$ cat src/rtl/i_delay_serdes.sv
// Input delay line with saturating tap control feeding a bitslip-capable
// serial-to-parallel converter. The delay path free-runs; the deserializer
// only advances while EN and PLL_LOCK are both high.
module i_delay_serdes #(
    parameter int unsigned WIDTH = 4,
    parameter int unsigned DELAY = 0
) (
    input  logic             CLK_IN,
    input  logic             RST,
    input  logic             I,
    input  logic             DLY_LOAD,
    input  logic             DLY_ADJ,
    input  logic             DLY_INCDEC,
    input  logic             EN,
    input  logic             BITSLIP_ADJ,
    input  logic             PLL_LOCK,
    output logic [5:0]       DLY_TAP_VALUE,
    output logic             O,
    output logic [WIDTH-1:0] Q,
    output logic             DATA_VALID
);

    localparam int unsigned TAP_W   = 6;
    localparam int unsigned DL_LEN  = 63;
    localparam int unsigned TAP_MAX = 63;
    localparam int unsigned CNT_W   = $clog2(WIDTH);

    // Reject illegal configurations while elaborating
    if (WIDTH < 3 || WIDTH > 10) begin : g_bad_width
        $fatal(1, "%m: illegal WIDTH=%0d (legal 3-10)", WIDTH);
    end
    if (DELAY > 63) begin : g_bad_delay
        $fatal(1, "%m: illegal DELAY=%0d (legal 0-63)", DELAY);
    end

    logic [DL_LEN-1:0] dl;
    logic [DL_LEN:0]   dl_ext;
    logic [TAP_W-1:0]  tap;
    logic              adj_q;
    logic              adj_rise;

    logic [WIDTH-2:0]  sr;
    logic [CNT_W-1:0]  cnt;
    logic              bs_q;
    logic              active;
    logic              slip;
    logic              last_bit;
    logic [WIDTH-1:0]  word;

    // Tap 0 selects the live input, tap k selects stage k-1
    assign dl_ext        = {dl, I};
    assign O             = dl_ext[tap];
    assign DLY_TAP_VALUE = tap;

    assign adj_rise = DLY_ADJ & ~adj_q;
    assign active   = EN & PLL_LOCK;
    assign slip     = active & BITSLIP_ADJ & ~bs_q;
    assign last_bit = (cnt == CNT_W'(WIDTH - 1));
    assign word     = {sr, O};

    // Free-running delay line
    always_ff @(posedge CLK_IN or posedge RST) begin
        if (RST) begin
            dl <= '0;
        end else begin
            dl <= {dl[DL_LEN-2:0], I};
        end
    end

    // Tap register: load has priority, adjust saturates at both ends
    always_ff @(posedge CLK_IN or posedge RST) begin
        if (RST) begin
            tap   <= TAP_W'(DELAY);
            adj_q <= 1'b0;
        end else begin
            adj_q <= DLY_ADJ;
            if (DLY_LOAD) begin
                tap <= TAP_W'(DELAY);
            end else if (adj_rise) begin
                if (DLY_INCDEC) begin
                    if (tap != TAP_W'(TAP_MAX)) begin
                        tap <= tap + 1'b1;
                    end
                end else if (tap != '0) begin
                    tap <= tap - 1'b1;
                end
            end
        end
    end

    // Deserializer: a slip freezes the bit count for one clock so the
    // word boundary moves one bit later; going inactive drops the partial word
    always_ff @(posedge CLK_IN or posedge RST) begin
        if (RST) begin
            sr         <= '0;
            cnt        <= '0;
            Q          <= '0;
            DATA_VALID <= 1'b0;
            bs_q       <= 1'b0;
        end else begin
            bs_q       <= BITSLIP_ADJ;
            DATA_VALID <= 1'b0;
            if (active) begin
                sr <= word[WIDTH-2:0];
                if (!slip) begin
                    if (last_bit) begin
                        Q          <= word;
                        cnt        <= '0;
                        DATA_VALID <= 1'b1;
                    end else begin
                        cnt <= cnt + 1'b1;
                    end
                end
            end else begin
                cnt <= '0;
            end
        end
    end

endmodule

$ cat config.mk
export PLATFORM = sky130hd
export DESIGN_NAME = i_delay_serdes
export DESIGN_NICKNAME = d
export VERILOG_FILES = /design/src/rtl/i_delay_serdes.sv
export SDC_FILE = /design/constraint.sdc
export NUM_CORES = 1
export LEC_CHECK = 0
export BUFFER_PORTS_ARGS = -buffer_cell sky130_fd_sc_hd__buf_4
export CAP_MARGIN = 20
export CELL_PAD_IN_SITES_DETAIL_PLACEMENT = 0
export CELL_PAD_IN_SITES_GLOBAL_PLACEMENT = 1
export CORE_MARGIN = 2
export CORE_UTILIZATION = 45
export CTS_BUF_LIST = sky130_fd_sc_hd__clkbuf_2
export DETAILED_ROUTE_END_ITERATION = 7
export PLACE_DENSITY_LB_ADDON = 0.3
export SYNTH_ARGS = -nofsm -noshare
export SYNTH_HDL_FRONTEND = slang
export SYNTH_SLANG_ARGS = --single-unit
export TNS_END_PERCENT = 100
$ cat constraint.sdc
create_clock -name CLK_IN -period 2 [get_ports CLK_IN]
set_input_delay 0.1 -clock CLK_IN [delete_from_list [all_inputs] [get_ports CLK_IN]]
set_output_delay 0.1 -clock CLK_IN [all_outputs]
set_load 0.02 [all_outputs]
=== Yosys cells after proc, flatten, opt, wreduce, memory -nomap -nowiden ===
Cells that the tools add are included.

* $add $sub $neg: 3
* Order comparisons: 1
* Equal/unequal tests: 4
* Mux-type cells: 13
* Bitwise operators: 7
* Reduce and logical (&&, ||, !) cells: 5

{| class="wikitable"
|+ Operator list
! cell !! number
|-
| $mux W6 || 5
|-
| $lt A6 B7 Y1 const B || 1
|-
| $add A6 B1 Y6 const B || 1
|-
| $bmux W1 S6 || 1
|-
| $mux W2 || 3
|-
| $ne A6 B6 Y1 const B || 1
|-
| $reduce_and A3 Y1 || 2
|-
| $reduce_bool A6 Y1 || 1
|-
| $sub A6 B1 Y6 const B || 1
|-
| $and A1 B1 Y1 || 4
|-
| $mux W1 || 4
|-
| $ne A3 B2 Y1 const B || 1
|-
| $not A1 Y1 || 3
|-
| $reduce_bool A3 Y1 || 1
|-
| $add A2 B1 Y2 const B || 1
|-
| $eq A2 B2 Y1 const B || 1
|-
| $ne A2 B2 Y1 const B || 1
|-
| $reduce_bool A2 Y1 || 1
|}

* Bits in registers: 81
* Output and inout port bits: 12
* Word-level logic and storage cells: 41

=== Longest topological paths before layout ===
* Depth after elaboration: 5
* Depth in mapped cells: 9
* Gate-level depth less buffers: 7

=== Least setup slack after synthesis ===
No wires, ideal clock.

* Kind: register to register
* Start point: register tap[0] (netlist: DLY_TAP_VALUE[0])
* End point: register tap[5] (netlist: DLY_TAP_VALUE[5])
* Arrival: 1839 ps
* Slack: 36 ps
* Cell stages (with the launch flop): 8
* Path buffers: 2
* Path through: dfrtp_1 > buf_6 > buf_12 > inv_1 > o41ai_1 > a21oi_2 > nand4_1 > mux2_2

* Cells in the longest elaborated chain, start to end: 5

{| class="wikitable"
|+ RTL lines
! what !! line !! RTL
|-
| start: declaration || 38 || <nowiki>logic [TAP_W-1:0] tap;</nowiki>
|-
| start signal: assignment || 73 || <nowiki>tap <= TAP_W'(DELAY);</nowiki>
|-
| start signal: assignment || 78 || <nowiki>tap <= TAP_W'(DELAY);</nowiki>
|-
| start signal: assignment || 82 || <nowiki>tap <= tap + 1'b1;</nowiki>
|-
| $sub A6 B1 Y6 or $add A6 B1 Y6 (tied branches) || 85, 82 ||
|-
| $mux W6 (on tied branches) || 84, 81 ||
|-
| $mux W6 || 80 || <nowiki>if (DLY_INCDEC) begin</nowiki>
|-
| $mux W6 || 79 || <nowiki>end else if (adj_rise) begin</nowiki>
|-
| $mux W6 || 77 || <nowiki>if (DLY_LOAD) begin</nowiki>
|}

Parallel ways exist; a longest one is shown, timed or not. The select of a mux whose other input is x is not followed.
A chain may end at the register's enable or synchronous reset.

=== Final worst setup path ===
* Start point: register tap[0] (netlist: DLY_TAP_VALUE[0])
* End point: output O

* Cells in the longest elaborated chain, start to end: 2

{| class="wikitable"
|+ RTL lines
! what !! line !! RTL
|-
| $bmux W1 S6 || 52 || <nowiki>assign O = dl_ext[tap];</nowiki>
|-
| $mux W1 (not written as such) || 52 ||
|-
| end: declaration || 18 || <nowiki>output logic O,</nowiki>
|}

No other way between the ends. The select of a mux whose other input is x is not followed.

==> key figures <==
Outcome
  – Run status: finished, violations left
  – Violations in the final reports: negative setup slack

Cells and area
  – Post-synthesis to final-layout area growth: 22.5%
  – Final antenna diode count: 0
  – Nets: 267
  – Fill count: 551
  – Total area of multi-input combinational cells: 1060 µm²
  – Layout Utilization: 0.567
  – Cell Count, Final, Fillers Out: 337
  – Most frequent cells in the layout: sky130_fd_sc_hd__dfrtp_1 (79), sky130_fd_sc_hd__buf_4 (33), sky130_fd_sc_hd__mux2_2 (14), sky130_fd_sc_hd__nor2_1 (14)
  – Fraction of layout instances using a drive strength above 1: 0.385
  – Sequential cell area in the final layout: 2030 µm²
  – Most frequent standard cell in the layout excluding fill and tap cells: sky130_fd_sc_hd__dfrtp_1

Drt
  – Wirelength per Cell: 17.6 µm
  – Starting DRT DRC Count: 80
  – Detailed-route via count: 1794
  – Wirelength, routed: 5920 µm
  – Detailed-router iteration count before antenna repair: 5
  – Number of remaining DRC errors: 0
  – Via count normalized by instance count: 5.32
  – Final antenna-violating net count: 0

CTS
  – # H-tree levels: 3
  – CTS Buf Count: 9
  – Clock net sink count: 81
  – Clock tree buffer depth: 2
  – CTS clk-pin slew, worst paths: 0.23 ns
  – CTS tree: yes
  – Clk_lat worst skew: 0.54 ns
  – Buffer type at the clock tree root: sky130_fd_sc_hd__clkbuf_2

STA
  – Clock Skews: 0.0236 ns
  – Fmax: 384 MHz
  – Setup WS post-layout: -0.603 ns
  – Max-Slew Margin vs Limit: 0.551
  – Max-slew violation count: 0
  – Tightest Pin Transition: 0.672 ns
  – Fin crit share: 1.30
  – Number of endpoints with negative hold slack in the final report: 0
  – Final-layout worst hold slack: 0.187 ns
  – Clock period minus worst slack: 2.60 ns
  – Setup repair after global routing missed its margin: yes
  – Count of final setup violators: 3

Yosys
  – Cells after Synth: 199
  – Average size of a mapped cell: 15.7 µm²
  – Most used flip-flop cell after synthesis: sky130_fd_sc_hd__dfrtp_1
  – Ys async rst share: 1.00
  – Warning count from the yosys run: 0
  – Register area share after synthesis: 0.649
  – Number of enable flip-flop cells after synthesis: 0
  – Synthesized flop and latch total: 81
  – Area of the mapped netlist: 3120 µm²
  – Cell variety after synth: 42
  – Number of nets in the synthesized netlist: 214

Setup path
  – Worst Setup SP: DLY_TAP_VALUE[0]
  – Startpoint type of the worst setup path: register
  – Reg-to-Reg Start: DLY_TAP_VALUE[0]
  – Data arrival time at the worst-slack endpoint: 2.50 ns
  – Setup Crit Path Kind: register to output port
  – Peak fanout along the critical path: 8
  – Endpoint of the most critical register-to-register path: sr[0]
  – Worst reg-to-reg path cell count: 7
  – Worst reg2reg setup slack: -0.06 ns
  – Type of element capturing the critical path: output port
  – Data required time at the worst endpoint: 1.90 ns
  – Crit path to: O

Power and ir drop
  – Switching power as a share of total power: 0.269
  – Power density over the cells: 871 nW/µm²
  – Sw Pwr: 897 µW
  – Share of total power in the clock network: 0.290
  – Proportion of power drawn by combinational gates: 0.169
  – Internal Dissipation: 2.44 mW
  – Seq pwr share: 0.541
  – Largest voltage drop on the vdd net: 464 µV
  – Leakage dissipation: 1.72 nW
  – Pwr Total: 3.34 mW

Global routing
  – GRT Util Overall: 0.181
  – Number of global-route vias before repair: 1864
  – Wire length of the first global-routing pass: 10100 µm
  – Maximum number of pins on one net before global-route repair: 33
  – Total overflow reported by the global router: 0
  – Initial antenna violation count: 0

Placed design
  – Post-DP HPWL: 3840 µm
  – Placed cells: 307
  – RD Place Congestion: 0.783
  – Port bufs: 20

Floorplan
  – Standard cell core area: 6760 µm²
  – Vertical die dimension: 87.3 µm
  – Die footprint: 7630 µm²
  – Io pins: 21
  – Floorplan row count: 30
  – Initial cell density of the core: 0.462
  – Die extent in x: 87.3 µm

Hold path
  – Min-Delay Path Class: input port to async pin

Run
  – Max capacitance violation total: 0
## worst max-delay path, cell delays in order (launching register included)
cell,delay [ns]
sky130_fd_sc_hd__dfrtp_2,0.49
sky130_fd_sc_hd__buf_12,0.15
sky130_fd_sc_hd__mux4_2,0.53
sky130_fd_sc_hd__a32oi_1,0.20
sky130_fd_sc_hd__nand3_2,0.10
sky130_fd_sc_hd__a32oi_2,0.27
sky130_fd_sc_hd__inv_1,0.08
sky130_fd_sc_hd__buf_6,0.13
## power groups by stage
stage / Clock [mW] / Combinational [mW] / Sequential (mW)
final: 0.969 / 0.563 / 1.80
after detailed placement: 0 / 0.474 / 1.83
after floorplan: 0 / 0.311 / 1.82
after CTS: 1.01 / 0.548 / 1.80
after global routing: 1.09 / 0.616 / 1.82
after global placement: 0 / 0.467 / 1.83
## repair_timing
action | CTS | global route
cloned | 1 | 0
setup buffers | 4 | 2
hold buffers | 9 | 0
pin swaps | 7 | 8
hold endpoints to repair | 43 | 0
resized for setup | 12 | 14
setup endpoints to repair | 1 | 7
## final cells by class
cell class	instances	share of cell area
clock buffer	9	0.0118
clock inverter	7	0.0248
inverter	7	0.00784
multi-input combinational	103	0.277
sequential	81	0.530
tap	80	0.0261
timing repair buffer	50	0.122
## worst min-delay path by stage
stage	start	endpoint	slack, ns	cells past startpoint
after CTS	RST	dl[10]	0.17	3
final	RST	dl[11]	0.19	3
after global placement	DLY_ADJ	adj_q	0.22	1
after detailed placement	DLY_ADJ	adj_q	0.22	1
after global routing	DLY_ADJ	adj_q	0.14	2
after floorplan	DLY_ADJ	adj_q	0.13	0
## layer usage
layer,wire length (µm),up-vias,GRT usage
met5,0,-,0
li1,-,833,-
met1,2900,922,0.266
met4,47,0,0.0378
met2,2690,34,0.257
met3,287,5,0.0711
## metrics by stage
stage	cell area [µm²]	setup TNS [ns]	worst slack (ns)
floorplan	3130	0	0.0363
global route	3830	-0.998	-0.754
detailed placement	3470	-0.0504	-0.0504
CTS	3790	-0.702	-0.628
global placement	3470	-0.0255	-0.0255
finish	3830	-0.725	-0.603
## flip-flops by register name, indices dropped and copies added, names as in the netlist
name and cells:
adj_q 1, Q 4, cnt 2, bs_q 1
sr 3, DLY_TAP_VALUE 6, dl 63, DATA_VALID 1
## kinds of logic after synthesis
logic type | synth area share
adders and majority gates | 0.0264
DFF | 0.649
muxes | 0.159
buffers and inverters | 0.0288
AOI/OAI and AO/OA | 0.0589
xor gates and xnor gates | 0.00841
and+or+nand+nor | 0.0693
## Yosys cell counts (3+ instances only)
cell type                   n  area share
sky130_fd_sc_hd__mux4_2     4       0.029
sky130_fd_sc_hd__dfrtp_1   81        0.65
sky130_fd_sc_hd__clkbuf_1   3      0.0036
sky130_fd_sc_hd__nand3_1    6      0.0096
sky130_fd_sc_hd__xnor2_1    3      0.0084
sky130_fd_sc_hd__a221oi_1   3      0.0084
sky130_fd_sc_hd__nand2_1    3      0.0036
sky130_fd_sc_hd__nor2_1    14       0.017
sky130_fd_sc_hd__mux2_2    14       0.050
sky130_fd_sc_hd__nor2b_1    5       0.010
sky130_fd_sc_hd__mux2i_1    4       0.013
sky130_fd_sc_hd__ha_1       5       0.020
sky130_fd_sc_hd__inv_1      7      0.0084
sky130_fd_sc_hd__a21oi_1    5      0.0080
sky130_fd_sc_hd__mux4_1     8       0.067
No activity file was read; power rests on OpenSTA's default activity.
